$ cat src/rtl/regfile_wb_queue.sv
// regfile_wb_queue: in-order write-back FIFO feeding the register file write port with RAW lookup.
// Macro WB_BYPASS_EN builds the Hit/Fwd lookup comparators; undefined ties Hit/Fwd to 0.
module regfile_wb_queue #(
  parameter int DATA_W = 32,
  parameter int ADDR_W = 5,
  parameter int DEPTH  = 4
) (
  input  logic              Clk,
  input  logic              Rst,
  input  logic              InValid,
  output logic              InReady,
  input  logic [ADDR_W-1:0] InAd,
  input  logic [DATA_W-1:0] InData,
  input  logic              DrainEn,
  output logic              W,
  output logic [ADDR_W-1:0] WAd,
  output logic [DATA_W-1:0] Data,
  input  logic [ADDR_W-1:0] R1,
  input  logic [ADDR_W-1:0] R2,
  output logic              Hit1,
  output logic              Hit2,
  output logic [DATA_W-1:0] Fwd1,
  output logic [DATA_W-1:0] Fwd2,
  output logic [ADDR_W-1:0] Count
);
  localparam int PW = $clog2(DEPTH);
  logic [ADDR_W-1:0] r_ad   [DEPTH];
  logic [DATA_W-1:0] r_data [DEPTH];
  logic [DEPTH-1:0]  r_vld;
  logic [PW-1:0]     r_wp, r_rp;
  logic [ADDR_W-1:0] r_cnt;
  logic              w_push, w_pop, w_empty, w_full;
  assign w_full  = r_cnt == ADDR_W'(DEPTH);
  assign w_empty = r_cnt == '0;
  assign InReady = !Rst && !w_full;
  assign W       = DrainEn && !w_empty && !Rst;
  assign w_push  = InValid && InReady;
  assign w_pop   = W;
  assign WAd     = w_empty ? '0 : r_ad[r_rp];
  assign Data    = w_empty ? '0 : r_data[r_rp];
  assign Count   = r_cnt;
  // Entry payloads are deliberately left out of reset; only valid bits and pointers clear.
  always_ff @(posedge Clk) begin
    if (Rst) begin
      r_wp  <= '0;
      r_rp  <= '0;
      r_cnt <= '0;
      r_vld <= '0;
    end else begin
      if (w_pop) begin
        r_vld[r_rp] <= 1'b0;
        r_rp        <= r_rp + PW'(1);
      end
      if (w_push) begin
        r_ad[r_wp]   <= InAd;
        r_data[r_wp] <= InData;
        r_vld[r_wp]  <= 1'b1;
        r_wp         <= r_wp + PW'(1);
      end
      r_cnt <= r_cnt + ADDR_W'(w_push) - ADDR_W'(w_pop);
    end
  end
`ifdef WB_BYPASS_EN
  logic [PW-1:0]     w_idx;
  logic              w_hit1, w_hit2;
  logic [DATA_W-1:0] w_fwd1, w_fwd2;
  // Walk oldest to youngest so the last match wins.
  always_comb begin
    w_idx  = '0;
    w_hit1 = 1'b0;
    w_hit2 = 1'b0;
    w_fwd1 = '0;
    w_fwd2 = '0;
    for (int k = 0; k < DEPTH; k++) begin
      w_idx = r_rp + PW'(k);
      if (r_vld[w_idx] && r_ad[w_idx] == R1) begin
        w_hit1 = 1'b1;
        w_fwd1 = r_data[w_idx];
      end
      if (r_vld[w_idx] && r_ad[w_idx] == R2) begin
        w_hit2 = 1'b1;
        w_fwd2 = r_data[w_idx];
      end
    end
  end
  assign Hit1 = w_hit1 && !Rst;
  assign Hit2 = w_hit2 && !Rst;
  assign Fwd1 = Rst ? '0 : w_fwd1;
  assign Fwd2 = Rst ? '0 : w_fwd2;
`else
  logic w_unused;
  assign w_unused = ^{R1, R2, r_vld};
  assign Hit1 = 1'b0;
  assign Hit2 = 1'b0;
  assign Fwd1 = '0;
  assign Fwd2 = '0;
`endif
endmodule

$ cat config.mk
export PLATFORM = sky130hd
export DESIGN_NAME = regfile_wb_queue
export DESIGN_NICKNAME = d
export VERILOG_FILES = /design/src/rtl/regfile_wb_queue.sv
export SDC_FILE = /design/constraint.sdc
export NUM_CORES = 1
export LEC_CHECK = 0
export ABC_AREA = 1
export CORE_ASPECT_RATIO = 1.25
export CORE_UTILIZATION = 45
export DETAILED_ROUTE_END_ITERATION = 8
export PLACE_DENSITY = 0.74
export SLEW_MARGIN = 20
export SYNTH_ARGS = -nofsm -noshare
export SYNTH_HDL_FRONTEND = slang
export SYNTH_SLANG_ARGS = --single-unit
$ cat constraint.sdc
create_clock -name Clk -period 3 [get_ports Clk]
set_input_delay 0.3 -clock Clk [delete_from_list [all_inputs] [get_ports Clk]]
set_output_delay 0.3 -clock Clk [all_outputs]
set_load 0.03 [all_outputs]
# Yosys cells after proc, flatten, opt, wreduce, memory -nomap -nowiden
# Memory sizes are Yosys's and may differ from the RTL's. A register that Yosys moved wholly into a read port is not among the register bits.
# Index checks and enable logic that the tools add are counted.
# word_totals
ramBits	148
in_bits	51
word_cells	27
out_inout_bits	110
n_memories	2
regBits	9
# memory_table
name	depth	word_bits	read_ports	rd_clocked_by_memory_dff	wr	line_no	source
r_data	4	32	1	1	1	28	logic [DATA_W-1:0] r_data [DEPTH];
r_ad	4	5	1	1	1	27	logic [ADDR_W-1:0] r_ad [DEPTH];
# op_classes
n_reduce_logical	8
n_eq_ne	1
n_mux	9
addsub	4
# op_table
op	n
32-bit two-way mux	1
2-bit two-way mux	4
5-bit by 1-bit adder with 5-bit output	1
5-bit by 3-bit == test with 1-bit output (second input constant)	1
5-bit zero test	1
5-bit two-way mux	1
5-bit by 1-bit subtractor with 5-bit output	1
2-bit by 1-bit adder with 2-bit output (second input constant)	2
1-bit logical AND	4
1-bit zero test	3
1-bit two-way mux	3

# Longest topological paths before layout
# logic_depth
word_depth	7
depth_mapped	15
depth_no_buf	15

# Worst setup path after synthesis
# No wires, ideal clock.
# synth_timing
path_type	register -> register
start	reg r_cnt[3] (netlist: Count[3])
end	mem r_ad[0][0], enable pin
period_less_slack_ns	3.199
n_path_buf	0
slack_ns	-0.199
setup_ns	0.431
arrival_ns	2.768
path_stages_with_launch	8
t_required_ns	2.569
cell_sequence	dfxtp_1 > inv_1 > ha_1 > inv_1 > nor2_1 > nand2_1 > nand3_1 > nor2_1
# synth_between
elab_chain_cells	7
# synth_rtl
element	line_no	source
start, declared	31	logic [ADDR_W-1:0] r_cnt;
start signal, assigned	60	r_cnt <= r_cnt + ADDR_W'(w_push) - ADDR_W'(w_pop);
5-bit by 3-bit == test with 1-bit output	33	assign w_full = r_cnt == ADDR_W'(DEPTH);
1-bit zero test	35	assign InReady = !Rst && !w_full;
1-bit logical AND	35	
1-bit logical AND	37	assign w_push = InValid && InReady;
1-bit two-way mux	54	if (w_push) begin
1-bit two-way mux	44	if (Rst) begin
1-bit two-way mux (not written as such)	55	r_ad[r_wp] <= InAd;
end, declared	27	
# Every way passes these cells.

# Worst setup path in the final report
# layout_timing
start	reg r_cnt[2] (netlist: Count[2])
end	out Data[14]
# layout_between
elab_chain_cells	2
# layout_rtl
element	line_no	source
5-bit zero test	34	assign w_empty = r_cnt == '0;
32-bit two-way mux	40	assign Data = w_empty ? '0 : r_data[r_rp];
end, declared	17	output logic [DATA_W-1:0] Data,
# Every way passes these cells.

==> impl_metrics.csv <==
group,metric,value,unit
clock_tree,clkTransAtPathRegs,60,ps
cells_and_area,fillers,1143,
cells_and_area,n_antenna_cell,0,
die,pin_count,161,
cells_and_area,drive_above_1_share,12.3,%
power_and_ir_drop,ir_drop,0.559,mV
die,die_h,140,um
power_and_ir_drop,power_density,931,nW/um2
die,row_count,50,
critical_path,crit_path_start_kind,"flip-flop",
job,maxCapViolations,0,
synthesis,avgSynthCellArea,11.6,um2
power_and_ir_drop,power.leakage,3.09,nW
sta,finalSetupViolCount,0,
power_and_ir_drop,comb_power_share,37.3,%
synthesis,synth-seq-cells,159,
critical_path,r2r_cells,15,
synthesis,syn_area,6860,um2
route,drc,0,
critical_path,end_kind,"output port",
place,dpl-instance-area,7680,um2
route,routed_wl,13800,um
grt,grt_use_met3,4.07,%
sta,maxSlewViolCount,0,
clock_tree,numCtsBuffers,17,
grt,use_met2,31.7,%
synthesis,ys_seq_area_share,68.0,%
critical_path,critical_path_required,2700,ps
power_and_ir_drop,power_frac_clock,28.4,%
cells_and_area,fin_nets,750,
place,hpwl,8570,um
sta,finalHoldViolations,0,
power_and_ir_drop,switching_share,36.9,%
grt,grt_max_degree,41,
critical_path,critical_path.max_fanout,19,
synthesis,synthCells,591,
sta,worst_pin_slew,640,ps
place,numPortBuffers,84,
clock_tree,cts_sinks,159,
critical_path,crit_arrival,2480,ps
synthesis,ys_warn_count,0,
critical_path,worstSetupEndpoint,"Data[14]",
critical_path,rrSetupSlack,640,ps
cells_and_area,design_area,8290,um2
critical_path,startpoint,"Count[2]$_SDFF_PP0_",
route,vias_per_cell,5.03,
power_and_ir_drop,p_seq_share,34.2,%
grt,grt_pass1_vias,4312,
clock_tree,cts_hold_buf,0,
die,dieArea,15700,um2
clock_tree,htree_levels,4,
clock_tree,cts_resized,0,
cells_and_area,final_util,55.5,%
power_and_ir_drop,internal_power,4.87,mW
grt,track_usage,17.9,%
synthesis,ys_types,22,
clock_tree,post_cts_buffers,0,
cells_and_area,area_delta_synth_final,20.9,%
route,vias,4439,
sta,period_needed,2780,ps
sta,final.setup.tns,0,ps
power_and_ir_drop,finalPower,7.72,mW
grt,grt_pass1_wl,21400,um
die,die_w,112,um
sta,finClkSkew,9.11,ps
route,ant_nets,0,
sta,relSlewSlack,57.3,%
route,drt-pass1-iter-count,5,
worst_hold_path,hp-class,"reg2reg",
die,start_util,45.9,%
place,globalplace.congestion,0.760,
sta,rsz0062_at_grt,"false",
sta,max_freq,0.360,GHz
worst_hold_path,hold_path.startpoint,"r_wp[1]$_SDFFE_PP0P_",
clock_tree,clkLatencyLatePin,410,ps
status,run_status,"finished, final reports clean",
clock_tree,clockBufferDepth,2,
clock_tree,cts_tree,"built",
power_and_ir_drop,power.switching,2.85,mW
grt,gr-total-overflow,0,
clock_tree,cts-root-buf,"clkbuf_16",
critical_path,r2r_start,"Count[2]$_SDFF_PP0_",
place,placed_cells,851,
cells_and_area,final_cells,883,
grt,antenna_found_initial,0,
route,routedWlPerCell,15.6,um
die,core_area,15000,um2
grt,busiest_layer,"met2",
route,drt_iter0_drc,231,
sta,finalCritPeriodShare,92.7,%
grt,use_met1,20.9,%
critical_path,crit_type,"reg2out",
critical_path,r2r-end,"Count[4]$_SDFF_PP0_",
==> synth_stat cells <==
master    count  area [um2]
nor2_1      165         619
edfxtp_1    148        4440
buf_4        73         548
o21ai_1      49         245
a21oi_1      43         215
o21ai_0      25         125
inv_1        20        75.1
dfxtp_1      11         220
nand2_1      11        41.3
ha_1         10         125
buf_2         9        45.0
nand3_1       8        40.0
clkbuf_2      4        20.0
buf_1         3        11.3
inv_2         3        11.3
clkbuf_1      2        7.51
nand4_1       2        12.5
buf_6         1        11.3
conb_1        1        3.75
fa_1          1        20.0
xnor2_1       1        8.76
xor2_1        1        8.76
==> how the worst min path moves through the flow <==
stage	end	cells past startpoint	slack (ps)
after floorplan	Count[0]$_SDFF_PP0_	1	370
after global placement	r_wp[1]$_SDFFE_PP0P_	2	490
after detailed placement	r_wp[1]$_SDFFE_PP0P_	2	510
after CTS	r_data[3][15]$_DFFE_PP_	1	500
after global routing	r_data[1][4]$_DFFE_PP_	1	500
final	r_wp[1]$_SDFFE_PP0P_	2	510
==> per-layer routing <==
layer | share of wire [%] | wire, um
met2 | 53 | 7310
met1 | 41 | 5650
met4 | 1.5 | 208
met5 | 0 | 0
met3 | 4.2 | 583
==> sequential cells by signal, summed over array words and instances (netlist names), named ones only <==
register	flops
r_ad	20
r_data	128
r_wp	2
r_rp	2
Count	5
==> worst max-delay path: stages, from the launching register on <==
cell             delay, ps
dfxtp_1                370
inv_1                   80
ha_1                   200
inv_1                   50
nor2_1                  30
nand2_1                150
inv_2                  240
a21oi_1                230
clkdlybuf4s50_1        700
==> through the flow <==
step	hold WS [ps]	worst slack [ps]
6_report	512	219
2_1_floorplan	371	-199
5_1_grt	498	53.2
3_3_place_gp	487	453
3_5_place_dp	508	428
4_1_cts	499	203
==> cells in the final DEF (no fill, tap or decap), types with 3 or more instances in the layout <==
| cell type | count |
|---|---|
| inv_1 | 20 |
| nor2_4 | 4 |
| nor2_1 | 161 |
| clkdlybuf4s50_1 | 59 |
| inv_6 | 3 |
| inv_2 | 3 |
| o21ai_0 | 25 |
| dfxtp_1 | 9 |
| nand3_1 | 8 |
| nand2_1 | 11 |
| o21ai_1 | 49 |
| conb_1 | 66 |
| clkinv_4 | 4 |
| a21oi_1 | 43 |
| buf_4 | 44 |
| bufinv_16 | 3 |
| ha_1 | 10 |
| clkbuf_16 | 17 |
| edfxtp_1 | 148 |
==> layout make-up <==
class / instances / area [um2] / area share, %
clock inverter: 15 / 186 / 2.25
timing repair buffer: 105 / 961 / 11.6
sequential: 159 / 4670 / 56.3
inverter: 23 / 86.3 / 1.04
tap: 182 / 228 / 2.75
clock buffer: 17 / 425 / 5.13
multi-input combinational: 382 / 1740 / 21.0
==> power by group through the flow <==
stage | clock network (mW) | registers [mW] | logic (mW)
floorplan | 0 | 2.70 | 1.87
global placement | 0 | 2.68 | 2.83
detailed placement | 0 | 2.69 | 2.90
CTS | 2.22 | 2.65 | 2.91
global route | 2.31 | 2.66 | 3.09
finish | 2.19 | 2.64 | 2.88
==> kinds of logic after synthesis <==
logic type      after synthesis  share of synthesized area (%)
simple gates                186                           10.4
fa+ha+maj                    11                           2.12
buf+inv                     115                           10.6
flops                       159                           68.0
other cells                   1                         0.0547
xor+xnor                      2                          0.255
compound gates              117                           8.54
No activity file was read; power rests on OpenSTA's default activity.
